[src/rtl/fdtd_axi_pkg.sv]
// Shared AXI4 constants and write-FSM state type for the FDTD memory ports.
// Holds response codes, the INCR burst code and the word-write state enum.
package fdtd_axi_pkg;

    localparam logic [1:0] RESP_OKAY   = 2'b00;
    localparam logic [1:0] RESP_EXOKAY = 2'b01;
    localparam logic [1:0] RESP_SLVERR = 2'b10;
    localparam logic [1:0] RESP_DECERR = 2'b11;

    localparam logic [1:0] BURST_INCR  = 2'b01;

    typedef enum logic [1:0] {
        WR_IDLE,
        WR_ADDR_DATA,
        WR_WAIT_B
    } wr_state_e;

endpackage

[src/rtl/fdtd_mem_word_wr.sv]
// Single-word AXI4 write master: one AW + one W beat per request, then B.
// Ports: ACLK/ARESET, AXI4 AW/W/B channels, wr_req/addr/data/be in, wr_gnt/err out.
module fdtd_mem_word_wr
    import fdtd_axi_pkg::*;
#(
    parameter int AXI4_ADDR_WIDTH = 32,
    parameter int AXI4_DATA_WIDTH = 32,
    parameter int AXI4_ID_WIDTH   = 16,
    parameter int AXI4_USER_WIDTH = 10,
    parameter int AXI_STRB_WIDTH  = AXI4_DATA_WIDTH / 8
) (
    input  logic                         ACLK,
    input  logic                         ARESET,

    output logic [AXI4_ID_WIDTH-1:0]     AWID_o,
    output logic [AXI4_ADDR_WIDTH-1:0]   AWADDR_o,
    output logic [7:0]                   AWLEN_o,
    output logic [2:0]                   AWSIZE_o,
    output logic [1:0]                   AWBURST_o,
    output logic                         AWLOCK_o,
    output logic [3:0]                   AWCACHE_o,
    output logic [2:0]                   AWPROT_o,
    output logic [3:0]                   AWREGION_o,
    output logic [AXI4_USER_WIDTH-1:0]   AWUSER_o,
    output logic [3:0]                   AWQOS_o,
    output logic                         AWVALID_o,
    input  logic                         AWREADY_i,

    output logic [AXI4_DATA_WIDTH-1:0]   WDATA_o,
    output logic [AXI_STRB_WIDTH-1:0]    WSTRB_o,
    output logic                         WLAST_o,
    output logic [AXI4_USER_WIDTH-1:0]   WUSER_o,
    output logic                         WVALID_o,
    input  logic                         WREADY_i,

    input  logic [AXI4_ID_WIDTH-1:0]     BID_i,
    input  logic [1:0]                   BRESP_i,
    input  logic [AXI4_USER_WIDTH-1:0]   BUSER_i,
    input  logic                         BVALID_i,
    output logic                         BREADY_o,

    input  logic                         wr_req_i,
    input  logic [AXI4_ADDR_WIDTH-3:0]   wr_word_addr_i,
    input  logic [AXI4_DATA_WIDTH-1:0]   wr_data_i,
    input  logic [AXI_STRB_WIDTH-1:0]    wr_be_i,
    output logic                         wr_gnt_o,
    output logic                         wr_err_o
);

    wr_state_e                    r_state;
    wr_state_e                    w_state_nxt;
    logic                         r_aw_pend;
    logic                         r_w_pend;
    logic                         w_aw_pend_nxt;
    logic                         w_w_pend_nxt;
    logic                         w_capture;
    logic [AXI4_ADDR_WIDTH-1:0]   r_awaddr;
    logic [AXI4_DATA_WIDTH-1:0]   r_wdata;
    logic [AXI_STRB_WIDTH-1:0]    r_wstrb;
    logic                         w_unused;

    // Response ID/user carry nothing for a single outstanding write.
    assign w_unused = ^{BID_i, BUSER_i};

    always_comb begin
        w_state_nxt   = r_state;
        w_aw_pend_nxt = r_aw_pend;
        w_w_pend_nxt  = r_w_pend;
        w_capture     = 1'b0;
        unique case (r_state)
            WR_IDLE: begin
                if (wr_req_i) begin
                    w_state_nxt   = WR_ADDR_DATA;
                    w_aw_pend_nxt = 1'b1;
                    w_w_pend_nxt  = 1'b1;
                    w_capture     = 1'b1;
                end
            end
            WR_ADDR_DATA: begin
                // Each channel retires on its own; leave once both are done.
                w_aw_pend_nxt = r_aw_pend & ~AWREADY_i;
                w_w_pend_nxt  = r_w_pend & ~WREADY_i;
                if (!w_aw_pend_nxt && !w_w_pend_nxt) begin
                    w_state_nxt = WR_WAIT_B;
                end
            end
            WR_WAIT_B: begin
                if (BVALID_i) begin
                    w_state_nxt = WR_IDLE;
                end
            end
            default: begin
                w_state_nxt   = WR_IDLE;
                w_aw_pend_nxt = 1'b0;
                w_w_pend_nxt  = 1'b0;
            end
        endcase
    end

    always_ff @(posedge ACLK) begin
        if (ARESET) begin
            r_state   <= WR_IDLE;
            r_aw_pend <= 1'b0;
            r_w_pend  <= 1'b0;
            r_awaddr  <= '0;
            r_wdata   <= '0;
            r_wstrb   <= '0;
        end else begin
            r_state   <= w_state_nxt;
            r_aw_pend <= w_aw_pend_nxt;
            r_w_pend  <= w_w_pend_nxt;
            if (w_capture) begin
                r_awaddr <= {wr_word_addr_i, 2'b00};
                r_wdata  <= wr_data_i;
                r_wstrb  <= wr_be_i;
            end
        end
    end

    assign AWID_o     = '0;
    assign AWADDR_o   = r_awaddr;
    assign AWLEN_o    = 8'd0;
    assign AWSIZE_o   = 3'd2;
    assign AWBURST_o  = BURST_INCR;
    assign AWLOCK_o   = 1'b0;
    assign AWCACHE_o  = 4'd0;
    assign AWPROT_o   = 3'd0;
    assign AWREGION_o = 4'd0;
    assign AWUSER_o   = '0;
    assign AWQOS_o    = 4'd0;
    assign AWVALID_o  = r_aw_pend;

    assign WDATA_o    = r_wdata;
    assign WSTRB_o    = r_wstrb;
    assign WLAST_o    = 1'b1;
    assign WUSER_o    = '0;
    assign WVALID_o   = r_w_pend;

    // B is only accepted once both AW and W have completed.
    assign BREADY_o   = (r_state == WR_WAIT_B);

    assign wr_gnt_o   = BVALID_i & BREADY_o;
    assign wr_err_o   = wr_gnt_o &
                        ((BRESP_i == RESP_SLVERR) || (BRESP_i == RESP_DECERR));

endmodule

[config.mk]
export PLATFORM = sky130hd
export DESIGN_NAME = fdtd_mem_word_wr
export DESIGN_NICKNAME = d
export VERILOG_FILES = /design/src/rtl/fdtd_axi_pkg.sv /design/src/rtl/fdtd_mem_word_wr.sv
export SDC_FILE = /design/constraint.sdc
export NUM_CORES = 1
export LEC_CHECK = 0
export ABC_CLOCK_PERIOD_IN_PS = 3850
export CAP_MARGIN = 20
export CORE_MARGIN = 2
export CORE_UTILIZATION = 36
export DETAILED_ROUTE_END_ITERATION = 7
export PLACE_DENSITY_LB_ADDON = 0.05
export SLEW_MARGIN = 20
export SYNTH_ARGS = -nofsm -noshare
export SYNTH_HDL_FRONTEND = slang
export SYNTH_SLANG_ARGS = --single-unit
export TNS_END_PERCENT = 30
[constraint.sdc]
create_clock -name ACLK -period 3.85 [get_ports ACLK]
set_clock_uncertainty 0.2 [all_clocks]
set_input_delay 1.155 -clock ACLK [delete_from_list [all_inputs] [get_ports ACLK]]
set_output_delay 1.155 -clock ACLK [all_outputs]
set_load 0.05 [all_outputs]
### Word level (Yosys, flattened, before mapping)

Index checks and enable logic that the tools add are counted.

* flip-flop bits (word level): 70
* word-level logic and storage cells: 36

* equal/unequal tests: 7
* multiplexer cells: 9
* bitwise logic cells: 7
* reduce and logical (&&, ||, !) cells: 7

Operator list (count)
* $eq 2x2->1 const B: 3
* $mux 2: 3
* $ne 2x2->1 const B: 3
* $pmux 1 s3: 2
* $pmux 2 s3: 1
* $and 1x1->1: 4
* $mux 1: 3
* $not 1->1: 3
* $reduce_and 3->1: 1
* $eq 2x1->1 const B: 1
* $logic_not 1->1: 2
* $logic_not 2->1: 1
* $reduce_and 2->1: 1
* $logic_and 1x1->1: 1
* $logic_or 1x1->1: 1

### Logic depth before layout (Yosys ltp)

Gate-level depths: netlist (run 1).

* depth after elaboration: 6
* gate-level depth with buffers: 6

### Least setup slack after synthesis (run 1)

No wires, ideal clock.

* path kind: reg-to-output
* start: register r_state[1]
* end: output wr_err_o
* data arrival time: 1.757 ns
* data required time: 2.495 ns
* slack: 0.738 ns
* stages on the path, launching flop included: 3
* path buffers: 0
* cells stage by stage: dfxtp_1 > nor2b_1 > and3_1

* cells in the longest elaborated chain, start to end: 3

RTL lines
* start, declared: line fdtd_mem_word_wr.sv:50 `wr_state_e r_state;`
* start signal, assigned: line fdtd_mem_word_wr.sv:109 `r_state <= w_state_nxt;`
* $eq 2x2->1: line fdtd_mem_word_wr.sv:140 `assign BREADY_o = (r_state == WR_WAIT_B);`
* net BREADY_o: line fdtd_mem_word_wr.sv:40 `output logic BREADY_o,`
* $and 1x1->1: line fdtd_mem_word_wr.sv:142 `assign wr_gnt_o = BVALID_i & BREADY_o;`
* $and 1x1->1: line fdtd_mem_word_wr.sv:143 `assign wr_err_o = wr_gnt_o &`
* end, declared: line fdtd_mem_word_wr.sv:47 `output logic wr_err_o`

The timed path passes the listed nets, and every way through them passes these cells.

### Worst setup path after layout (run 1)

* start: input BVALID_i
* end: output wr_err_o

* cells in the longest elaborated chain, start to end: 2

RTL lines
* start, declared: line fdtd_mem_word_wr.sv:39 `input logic BVALID_i,`
* $and 1x1->1: line fdtd_mem_word_wr.sv:142
* $and 1x1->1: line fdtd_mem_word_wr.sv:143

No other way between the ends.

==> results of run 1 <==
==> routing by layer <==
layer	GRT usage, %	vias up
met5	0	-
met4	8.333	0
li1	-	1333
met2	26.41	117
met1	18.19	1177
met3	5.138	13
==> Yosys cell counts (2+ instances only) <==
cell,instances
a21oi_1,68
buf_2,4
buf_4,70
buf_6,4
clkbuf_1,13
conb_1,2
dfxtp_1,70
inv_1,2
nand2_1,132
nor2_1,3
o21ai_0,2
==> registers in the layout, summed over array words and instances, names as in the netlist <==
name / flops
AWADDR_o: 30
WSTRB_o: 4
WDATA_o: 32
r_state: 2
WVALID_o: 1
AWVALID_o: 1
==> power groups by stage <==
stage | Combinational, W | Sequential (W) | Clock [W]
finish | 0.000644 | 0.000805 | 0.000578
CTS | 0.000649 | 0.000805 | 0.000604
global route | 0.000685 | 0.000811 | 0.000630
detailed placement | 0.000648 | 0.000822 | 0
floorplan | 0.000324 | 0.000999 | 0
global placement | 0.000645 | 0.000820 | 0
==> how the worst min path moves through the flow <==
stage	to	slack [ns]	cells past startpoint
finish	AWADDR_o[16]	0.25	2
global route	AWADDR_o[12]	0.27	2
CTS	WDATA_o[28]	0.26	2
floorplan	AWVALID_o	0.35	3
detailed placement	WDATA_o[28]	0.25	2
global placement	WDATA_o[20]	0.24	2
==> logic make-up (layout without fill, tap and decap cells) <==
| family | Yosys count | in the layout | share of synthesized area (%) |
|---|---|---|---|
| flops | 70 | 70 | 46.84 |
| buf+inv | 93 | 165 | 21.62 |
| simple gates | 141 | 141 | 18.57 |
| other cells | 2 | 68 | 0.2510 |
| compound gates | 74 | 74 | 12.71 |
==> layout make-up <==
class / instances / area share (%)
repair buffers: 148 / 33.65
flip-flops and latches: 70 / 31.77
multi-input cells: 283 / 27.15
clock buffers: 11 / 3.206
well taps: 105 / 2.979
clock inverters: 4 / 1.078
inverters: 2 / 0.1702
==> tightest hold or removal path, delay by kind of cell, from the launching register on <==
family,cells,cell delay [ns]
flip-flops,1,0.31
AND/OR/NAND/NOR,1,0.05
AO/OA/AOI/OAI,1,0.05
==> per-stage QoR <==
stage / setup slack, ns / hold WS, ns / power (W)
after global placement: 0.5141 / 0.2409 / 0.001465
after detailed placement: 0.5094 / 0.2453 / 0.001470
final: 0.5090 / 0.2526 / 0.002026
after global routing: 0.4645 / 0.2712 / 0.002126
after CTS: 0.5079 / 0.2561 / 0.002058
after floorplan: 0.7379 / 0.3520 / 0.001323
==> summary.txt, run 1 <==
Largest fanout on the critical path = 3
Critical Path, Cell by Cell = clkdlybuf4s50_1 -> and3_1 -> buf_12
Power per standard cell area = 459.4 nW/µm²
Deepest clock path buffer count = 2
Setup TNS Final = 0 ns
Initial antenna violation count = 0
Die height = 95.16 µm
Worst hold start = AWADDR_o[16]
Placed cells = 608
Comb pwr share = 31.8%
Cell area after synthesis = 2992 µm²
CTS tree = yes
Largest net degree at the start of global routing = 40
Nets = 614
Crit Reg-Reg Startpoint = r_state[1]
Area share of the largest cell type after synthesis = 46.84%
Clk Latency, worst-skew pair = 0.34 ns
Slew Limit Fails = 0
Final HPWL DP = 5069 µm
Final core utilization = 54.22%
Fin. Hold Viols = 0
Most frequent cells in the layout = 140 x clkdlybuf4s50_1, 132 x nand2_1, 70 x dfxtp_1
Flop2flop setup slack = 2.18 ns
Via density = 4.238
Crit path max-delay family = buffers and inverters
Iter 0 DRT Violations = 106
Cell area after layout = 4410 µm²
Ys async rst share = 0%
Data required, critical path = 2.49 ns
Yosys warns = 0
Post-place instance area = 4222 µm²
CTS buffer count = 9
Internal power = 0.001280 W
Register Area = 1401 µm²
IO Count = 239
Worst-Margin Slew = 0.7397 ns
P_sw = 0.0007457 W
Core box area = 8134 µm²
Clk sinks = 70
Routed len/inst = 11.80 µm
Worst flop-to-flop path endpoint = AWADDR_o[13]
# setup viols final = 0
Crit path max-delay cell type = clkdlybuf4s50_1
Share of layout cells above drive strength 1 = 4.826%
Antenna-violating nets left = 0
Gp weighted congestion = 0.7344
Post-synthesis cell type count = 21
Worst r2r path cells = 4
Number of I/O port buffers = 143
H-tree depth = 3
Syn Inst Count = 380
WS Path Type = in -> out
Ys flop type = dfxtp_1
Seq pwr share = 39.7%
WL met1 = 2938 µm
Vias = 2,640
Global-route wire length before repair = 10,990 µm
Crit path DAT = 1.99 ns
Setup bufs post-CTS = 0
Vias in the first global route = 2,327
Area grow syn2layout = 47.43%
Final WL = 7350 µm
Switching Fraction = 36.80%
Synth Area per Inst = 7.873 µm²
Total track usage = 15.90%
Worst vdd rail ir drop = 208.2 µV
Status = finished clean
Slowest cell delay on critical path = 0.49 ns
Pre-antenna DRT Iters = 5
Commonest non-fill, non-tap cell in the layout = clkdlybuf4s50_1
Fmax = 299.3 MHz
Die ar. = 9055 µm²
Max_cap viols = 0
Post-synth EDFFs = 0
Gates resized, CTS repair = 0
CP startpoint kind = input port
CP endpoint kind = output port
Reg clk slew, reported paths = 0.07 ns
Crit path depth = 3
Die Span X = 95.16 µm
Initial core utilization = 36.78%
HP Class = reg -> reg
Root Driver = clkbuf_8
Hold_buf cts = 0
Critical Path Start = BVALID_i
Final std cells w/o fill = 623
Area taken by multi-input logic gates = 1197 µm²
Worst Path Buf+Inv = 2
DR WL met2 = 3575 µm
Tcrit/Tclk final = 86.78%
# fillers = 787
Seq cells post-synth = 70
Unrepaired setup endpoints after global routing = no
Clock power share = 28.5%
Row count = 33
Synth area leader = dfxtp_1
Static leakage = 1.775 nW
Top Layer Used = met4
CP endpoint = wr_err_o
Met3 routed WL = 686 µm
Grt total ovfl = 0
Antenna Cells = 0
Relative slew slack = 50.68%
Min Tclk post-route = 3.341 ns
Synth area leaders = dfxtp_1 47%, buf_4 18%, nand2_1 17%, a21oi_1 11%, clkbuf_1 1.6%
Sequential fraction of the synthesis area = 46.84%
DRC viols = 0
Note: power is estimated with default switching activity, not from simulation.
==> inputs of run 2 (changes only) <==
--- a/config.mk
+++ b/config.mk
@@ -5,6 +5,7 @@
 export SDC_FILE = /design/constraint.sdc
 export NUM_CORES = 1
 export LEC_CHECK = 0
+export ABC_AREA = 1
 export ABC_CLOCK_PERIOD_IN_PS = 3850
 export CAP_MARGIN = 20
 export CORE_MARGIN = 2
==> summary.txt, run 2 <==
Gp weighted congestion = 0.7182 (was 0.7344)
Clock power share = 33.4% (was 28.5%)
Hold Path Stages = 2 (unchanged)
Share of layout cells above drive strength 1 = 4.621% (was 4.826%)
Synth area leader = dfxtp_1 (unchanged)
Worst vdd rail ir drop = 221.1 µV (was 208.2 µV)
Iter 0 DRT Violations = 55 (was 106)
Final HPWL DP = 5205 µm (was 5069 µm)
Vias = 2,690 (was 2,640)
HP Class = reg -> reg (unchanged)
Switching Fraction = 35.54% (was 36.80%)
H-tree depth = 3 (unchanged)
WS Path Type = in -> out (unchanged)
CTS buffer count = 9 (unchanged)
Unrepaired setup endpoints after global routing = no (unchanged)
Antenna Cells = 0 (unchanged)
Status = finished clean (unchanged)
Syn Inst Count = 400 (was 380)
Cell area after synthesis = 3070 µm² (was 2992 µm²)
Post-synth EDFFs = 0 (unchanged)
Post-synthesis cell type count = 21 (unchanged)
Core box area = 8258 µm² (was 8134 µm²)
DRC viols = 0 (unchanged)
Crit Reg-Reg Startpoint = r_state[0] (was r_state[1])
CTS tree = yes (unchanged)
Die height = 96.35 µm (was 95.16 µm)
Hold Path End = AWADDR_o[26] (was AWADDR_o[16])
Slew Limit Fails = 0 (unchanged)
Yosys warns = 0 (unchanged)
Largest fanout on the critical path = 2 (was 3)
Worst hold start = AWADDR_o[26] (was AWADDR_o[16])
Clk Latency, worst-skew pair = 0.33 ns (was 0.34 ns)
Gates resized, CTS repair = 0 (unchanged)
Worst-Margin Slew = 0.5550 ns (was 0.7397 ns)
Total track usage = 15.21% (was 15.90%)
Die Span X = 96.35 µm (was 95.16 µm)
Clk sinks = 70 (unchanged)
Antenna-violating nets left = 0 (unchanged)
Commonest non-fill, non-tap cell in the layout = nor2_1 (was clkdlybuf4s50_1)
Flop2flop setup slack = 2.11 ns (was 2.18 ns)
Max_cap viols = 0 (unchanged)
Data required, critical path = 2.49 ns (about the same)
# setup viols final = 0 (unchanged)
Worst r2r path cells = 6 (was 4)
Max reg flops = 32 (unchanged)
Deepest clock path buffer count = 2 (unchanged)
Synth area leaders = dfxtp_1 46%, nor2_1 17%, buf_4 17%, o21ai_0 9.9%, buf_6 2.2% (was dfxtp_1 47%, buf_4 18%, nand2_1 17%, a21oi_1 11%, clkbuf_1 1.6%)
Initial antenna violation count = 0 (unchanged)
Hold_buf cts = 0 (unchanged)
Min Tclk post-route = 3.497 ns (was 3.341 ns)
Grt total ovfl = 0 (unchanged)
Most frequent cells in the layout = 143 x nor2_1, 141 x clkdlybuf4s50_1, 70 x dfxtp_1 (was 140 x clkdlybuf4s50_1, 132 x nand2_1, 70 x dfxtp_1)
Crit path DAT = 2.14 ns (was 1.99 ns)
Setup bufs post-CTS = 0 (unchanged)
Reg clk slew, reported paths = 0.07 ns (about the same)
Largest net degree at the start of global routing = 42 (was 40)
Via density = 4.164 (was 4.238)
Synth cell count leaders = 143 x nor2_1, 70 x dfxtp_1, 69 x buf_4, 61 x o21ai_0, 11 x inv_1 (was 132 x nand2_1, 70 x buf_4, 70 x dfxtp_1, 68 x a21oi_1, 13 x clkbuf_1)
Final WL = 7450 µm (was 7350 µm)
Global-route wire length before repair = 10,990 µm (unchanged)
Power per standard cell area = 547.7 nW/µm² (was 459.4 nW/µm²)
Die ar. = 9283 µm² (was 9055 µm²)
Fmax = 285.9 MHz (was 299.3 MHz)
Vias in the first global route = 2,395 (was 2,327)
Nets = 636 (was 614)
Worst flop-to-flop path endpoint = WVALID_o (was AWADDR_o[13])
CP startpoint kind = input port (unchanged)
Area grow syn2layout = 48.78% (was 47.43%)
Seq pwr share = 33.6% (was 39.7%)
P_sw = 0.0008894 W (was 0.0007457 W)
Comb pwr share = 32.9% (was 31.8%)
Ys async rst share = 0% (unchanged)
Ys flop type = dfxtp_1 (unchanged)
Relative slew slack = 62.88% (was 50.68%)
Pre-antenna DRT Iters = 4 (was 5)
Internal power = 0.001613 W (was 0.001280 W)
CP endpoint kind = output port (unchanged)
IO Count = 239 (unchanged)
Setup TNS Final = 0 ns (unchanged)
Most frequent cell after synthesis = nor2_1 (was nand2_1)
Root Driver = clkbuf_8 (unchanged)
Fin. Hold Viols = 0 (unchanged)
Tot Pwr = 0.002502 W (was 0.002026 W)
Row count = 33 (unchanged)
Routed len/inst = 11.53 µm (was 11.80 µm)
Synth Area per Inst = 7.676 µm² (was 7.873 µm²)
Static leakage = 1.953 nW (was 1.775 nW)
Number of I/O port buffers = 143 (unchanged)
Sequential fraction of the synthesis area = 45.64% (was 46.84%)
Area share of the largest cell type after synthesis = 45.64% (was 46.84%)
Seq cells post-synth = 70 (unchanged)
Tcrit/Tclk final = 90.84% (was 86.78%)
Initial core utilization = 37.18% (was 36.78%)
[run 2: changes by cell type in the layout (fill, tap and decap cells not counted), sizes merged, moves of 2 or more]
cell,delta
a21oi,-67
bufinv,+4
clkinv,-2
inv,+10
nand2,-121
nand3,+2
nor2,+141
o21ai,+64
or3b,-2
[run 2: power groups by stage]
stage | registers, W | clock network (W) | logic, W
after CTS | 0.000842 | 0.000865 | 0.000829
after global placement | 0.000854 | 0 | 0.000826
after detailed placement | 0.000859 | 0 | 0.000828
after floorplan | 0.00112 | 0 | 0.000375
final | 0.000841 | 0.000837 | 0.000824
after global routing | 0.000851 | 0.000893 | 0.000876
[run 2: kinds of logic (layout without fill, tap and decap cells)]
kind of cell	count (synthesis)	in the layout	synth area share, %
other cells	2	68	0.2446
simple gates	159	159	20.13
buf+inv	101	176	22.82
compound gates	68	68	11.17
flops	70	70	45.64
[run 2: per-stage QoR]
step | utilization (%) | setup WS (ns) | std cells | instance area, µm² | hold WS [ns]
after detailed placement | 51.86 | 0.3533 | 630 | 4283 | 0.2710
after global placement | 51.86 | 0.3624 | 630 | 4283 | 0.2602
after global routing | 55.32 | 0.3032 | 646 | 4568 | 0.3039
after floorplan | - | 0.2641 | 466 | 3318 | 0.4201
after CTS | 55.32 | 0.3520 | 646 | 4568 | 0.2881
final | 55.32 | 0.3528 | 646 | 4568 | 0.2826
[run 2: worst max-delay path by stage]
stage,end,start,cells after the start
2_1_floorplan,wr_gnt_o,BVALID_i,2
3_3_place_gp,wr_gnt_o,BVALID_i,4
3_5_place_dp,wr_gnt_o,BVALID_i,4
4_1_cts,wr_gnt_o,BVALID_i,4
5_1_grt,wr_gnt_o,BVALID_i,4
6_report,wr_gnt_o,BVALID_i,4
[run 2: final cells by class]
cell class	instances	area, µm²
sequential	70	1401
fill	799	3690
clock buffer	10	127.6
inverter	12	45.04
tap	105	131.4
clock inverter	6	157.7
timing repair buffer	148	1489
multi-input combinational	295	1216
[run 2: per-layer routing]
layer | routed length, µm | vias up | part of all wire (%) | GRT usage (%)
li1 | - | 1380 | - | -
met1 | 3087 | 1179 | 41 | 17.24
met2 | 3306 | 120 | 44 | 24.59
met3 | 922 | 11 | 12 | 7.048
met4 | 134 | 0 | 1.8 | 6.455
met5 | 0 | - | 0 | 0
[run 2: worst max-delay path, cell delays in order]
cell	delay, ns
clkdlybuf4s50_1	0.47
inv_1	0.06
nor3_1	0.28
buf_12	0.19
==> inputs of run 3 (changes only) <==
--- a/config.mk
+++ b/config.mk
@@ -8,7 +8,8 @@
 export ABC_AREA = 1
 export ABC_CLOCK_PERIOD_IN_PS = 3850
 export CAP_MARGIN = 20
-export CORE_MARGIN = 2
+export CORE_ASPECT_RATIO = 1.2
+export CORE_MARGIN = 4
 export CORE_UTILIZATION = 36
 export DETAILED_ROUTE_END_ITERATION = 7
 export PLACE_DENSITY_LB_ADDON = 0.05
==> summary.txt, run 3 (synthesized netlist as in run 2, its figures left out) <==
H-tree depth = 3 (unchanged)
Internal power = 0.001367 W (was 0.001613 W)
Share of layout cells above drive strength 1 = 4.444% (was 4.621%)
Initial antenna violation count = 0 (unchanged)
Crit path max-delay cell type = clkdlybuf4s50_1 (unchanged)
Power per standard cell area = 498.9 nW/µm² (was 547.7 nW/µm²)
Nets = 636 (unchanged)
Final HPWL DP = 5714 µm (was 5205 µm)
Slew Limit Fails = 0 (unchanged)
DRC viols = 0 (unchanged)
Area grow syn2layout = 46.82% (was 48.78%)
Crit Reg-Reg Startpoint = r_state[0] (unchanged)
Setup TNS Final = 0 ns (unchanged)
Critical Path, Cell by Cell = clkdlybuf4s50_1 -> inv_1 -> nor3_1 -> buf_12 (unchanged)
Core box area = 8198 µm² (was 8258 µm²)
Via density = 4.130 (was 4.164)
Worst Path Buf+Inv = 3 (unchanged)
Max reg flops = 32 (unchanged)
Global-route wire length before repair = 11,910 µm (was 10,990 µm)
Grt total ovfl = 0 (unchanged)
# setup viols final = 0 (unchanged)
Routed len/inst = 11.94 µm (was 11.53 µm)
Hold WS = 0.2810 ns (was 0.2826 ns)
Crit path max-delay family = buffers and inverters (unchanged)
Setup bufs post-CTS = 0 (unchanged)
Fin. Hold Viols = 0 (unchanged)
Worst vdd rail ir drop = 227.6 µV (was 221.1 µV)
Area taken by multi-input logic gates = 1216 µm² (unchanged)
Largest net degree at the start of global routing = 70 (was 42)
Clock power share = 25.7% (was 33.4%)
Unrepaired setup endpoints after global routing = no (unchanged)
Crit path DAT = 2.12 ns (was 2.14 ns)
# fillers = 834 (was 799)
Die height = 109.2 µm (was 96.35 µm)
Register Area = 1401 µm² (unchanged)
Comb pwr share = 36.9% (was 32.9%)
Switching Fraction = 39.23% (was 35.54%)
CTS tree = yes (unchanged)
Largest fanout on the critical path = 2 (unchanged)
HP Class = reg -> reg (unchanged)
Root Driver = clkbuf_8 (unchanged)
Number of I/O port buffers = 143 (unchanged)
Static leakage = 1.920 nW (was 1.953 nW)
P_sw = 0.0008824 W (was 0.0008894 W)
Reg clk slew, reported paths = 0.07 ns (about the same)
Total track usage = 15.02% (was 15.21%)
Row count = 36 (was 33)
Relative slew slack = 53.47% (was 62.88%)
CTS buffer count = 9 (unchanged)
Commonest non-fill, non-tap cell in the layout = nor2_1 (unchanged)
Vias = 2,701 (was 2,690)
Vias in the first global route = 2,499 (was 2,395)
Pre-antenna DRT Iters = 4 (unchanged)
Gp weighted congestion = 0.7340 (was 0.7182)
Iter 0 DRT Violations = 100 (was 55)
Antenna-violating nets left = 0 (unchanged)
Most frequent cells in the layout = 143 x nor2_1, 141 x clkdlybuf4s50_1, 70 x dfxtp_1 (unchanged)
Gates resized, CTS repair = 0 (unchanged)
Status = finished clean (unchanged)
Worst hold start = AWADDR_o[9] (was AWADDR_o[26])
Fmax = 287.5 MHz (was 285.9 MHz)
CP endpoint kind = output port (unchanged)
Worst-Margin Slew = 0.6972 ns (was 0.5550 ns)
Final std cells w/o fill = 654 (was 646)
IO Count = 239 (unchanged)
Initial core utilization = 37.45% (was 37.18%)
Critical Path Start = BVALID_i (unchanged)
CP startpoint kind = input port (unchanged)
Die ar. = 10,080 µm² (was 9283 µm²)
Placed cells = 639 (was 630)
Clk Latency, worst-skew pair = 0.34 ns (was 0.33 ns)
Final core utilization = 54.99% (was 55.32%)
Tcrit/Tclk final = 90.36% (was 90.84%)
Slowest cell delay on critical path = 0.47 ns (about the same)
Final WL = 7809 µm (was 7450 µm)
Seq pwr share = 37.4% (was 33.6%)
Hold_buf cts = 0 (unchanged)
Data required, critical path = 2.49 ns (about the same)
Antenna Cells = 0 (unchanged)
Deepest clock path buffer count = 2 (unchanged)
Clk sinks = 70 (unchanged)
WS Path Type = in -> out (unchanged)
Max_cap viols = 0 (unchanged)
Min Tclk post-route = 3.479 ns (was 3.497 ns)
Die Span X = 92.31 µm (was 96.35 µm)
-- run 3: cell count changes in the layout (fill, tap and decap cells not counted), sizes merged --
| cell | before | now |
|---|---|---|
| bufinv | 5 | 1 |
| clkinv | 0 | 2 |
| clkbuf | 10 | 11 |
-- run 3: per-stage QoR --
step	power [W]	cell area (µm²)	worst slack, ns
after floorplan	0.001493	3318	0.2641
after global placement	0.001687	4319	0.3595
after detailed placement	0.001694	4319	0.3623
after CTS	0.002282	4508	0.3613
after global routing	0.002369	4508	0.3343
final	0.002249	4508	0.3713
-- run 3: tightest hold or removal path, delay by kind of cell, from the launching register on --
kind / cells / cell delay, ns
AND/OR/NAND/NOR: 2 / 0.13
flip-flops: 1 / 0.33
-- run 3: routing by layer --
layer / up-vias / wire length, µm / track usage, %
met1: 1199 / 3234 / 17.01
met4: 0 / 144 / 7.962
met5: - / 0 / 0
li1: 1381 / - / -
met3: 11 / 722 / 5.245
met2: 110 / 3707 / 24.88
-- run 3: path summary, 6_finish.rpt --
path	end	slack (ns)	cells past startpoint
hold reg to reg	AWADDR_o[9]	0.28	2
hold / removal	AWADDR_o[9]	0.28	2
setup / recovery	wr_gnt_o	0.37	4
setup reg to reg	WVALID_o	2.18	6
-- run 3: area by class of cell --
cell class | count | share of cell area [%]
Clock buffer | 11 | 3.136
Timing Repair Buffer | 148 | 33.58
Tap cell | 114 | 3.164
Sequential cell | 70 | 31.09
Multi-Input combinational cell | 295 | 26.98
Clock inverter | 4 | 1.055
Inverter | 12 | 0.9992
-- run 3: power by group through the flow --
stage | Sequential [W] | Clock (W) | Combinational, W
6_report | 0.000841 | 0.000579 | 0.000829
5_1_grt | 0.000852 | 0.000635 | 0.000881
4_1_cts | 0.000842 | 0.000603 | 0.000837
3_5_place_dp | 0.000858 | 0 | 0.000835
3_3_place_gp | 0.000854 | 0 | 0.000833
2_1_floorplan | 0.00112 | 0 | 0.000375
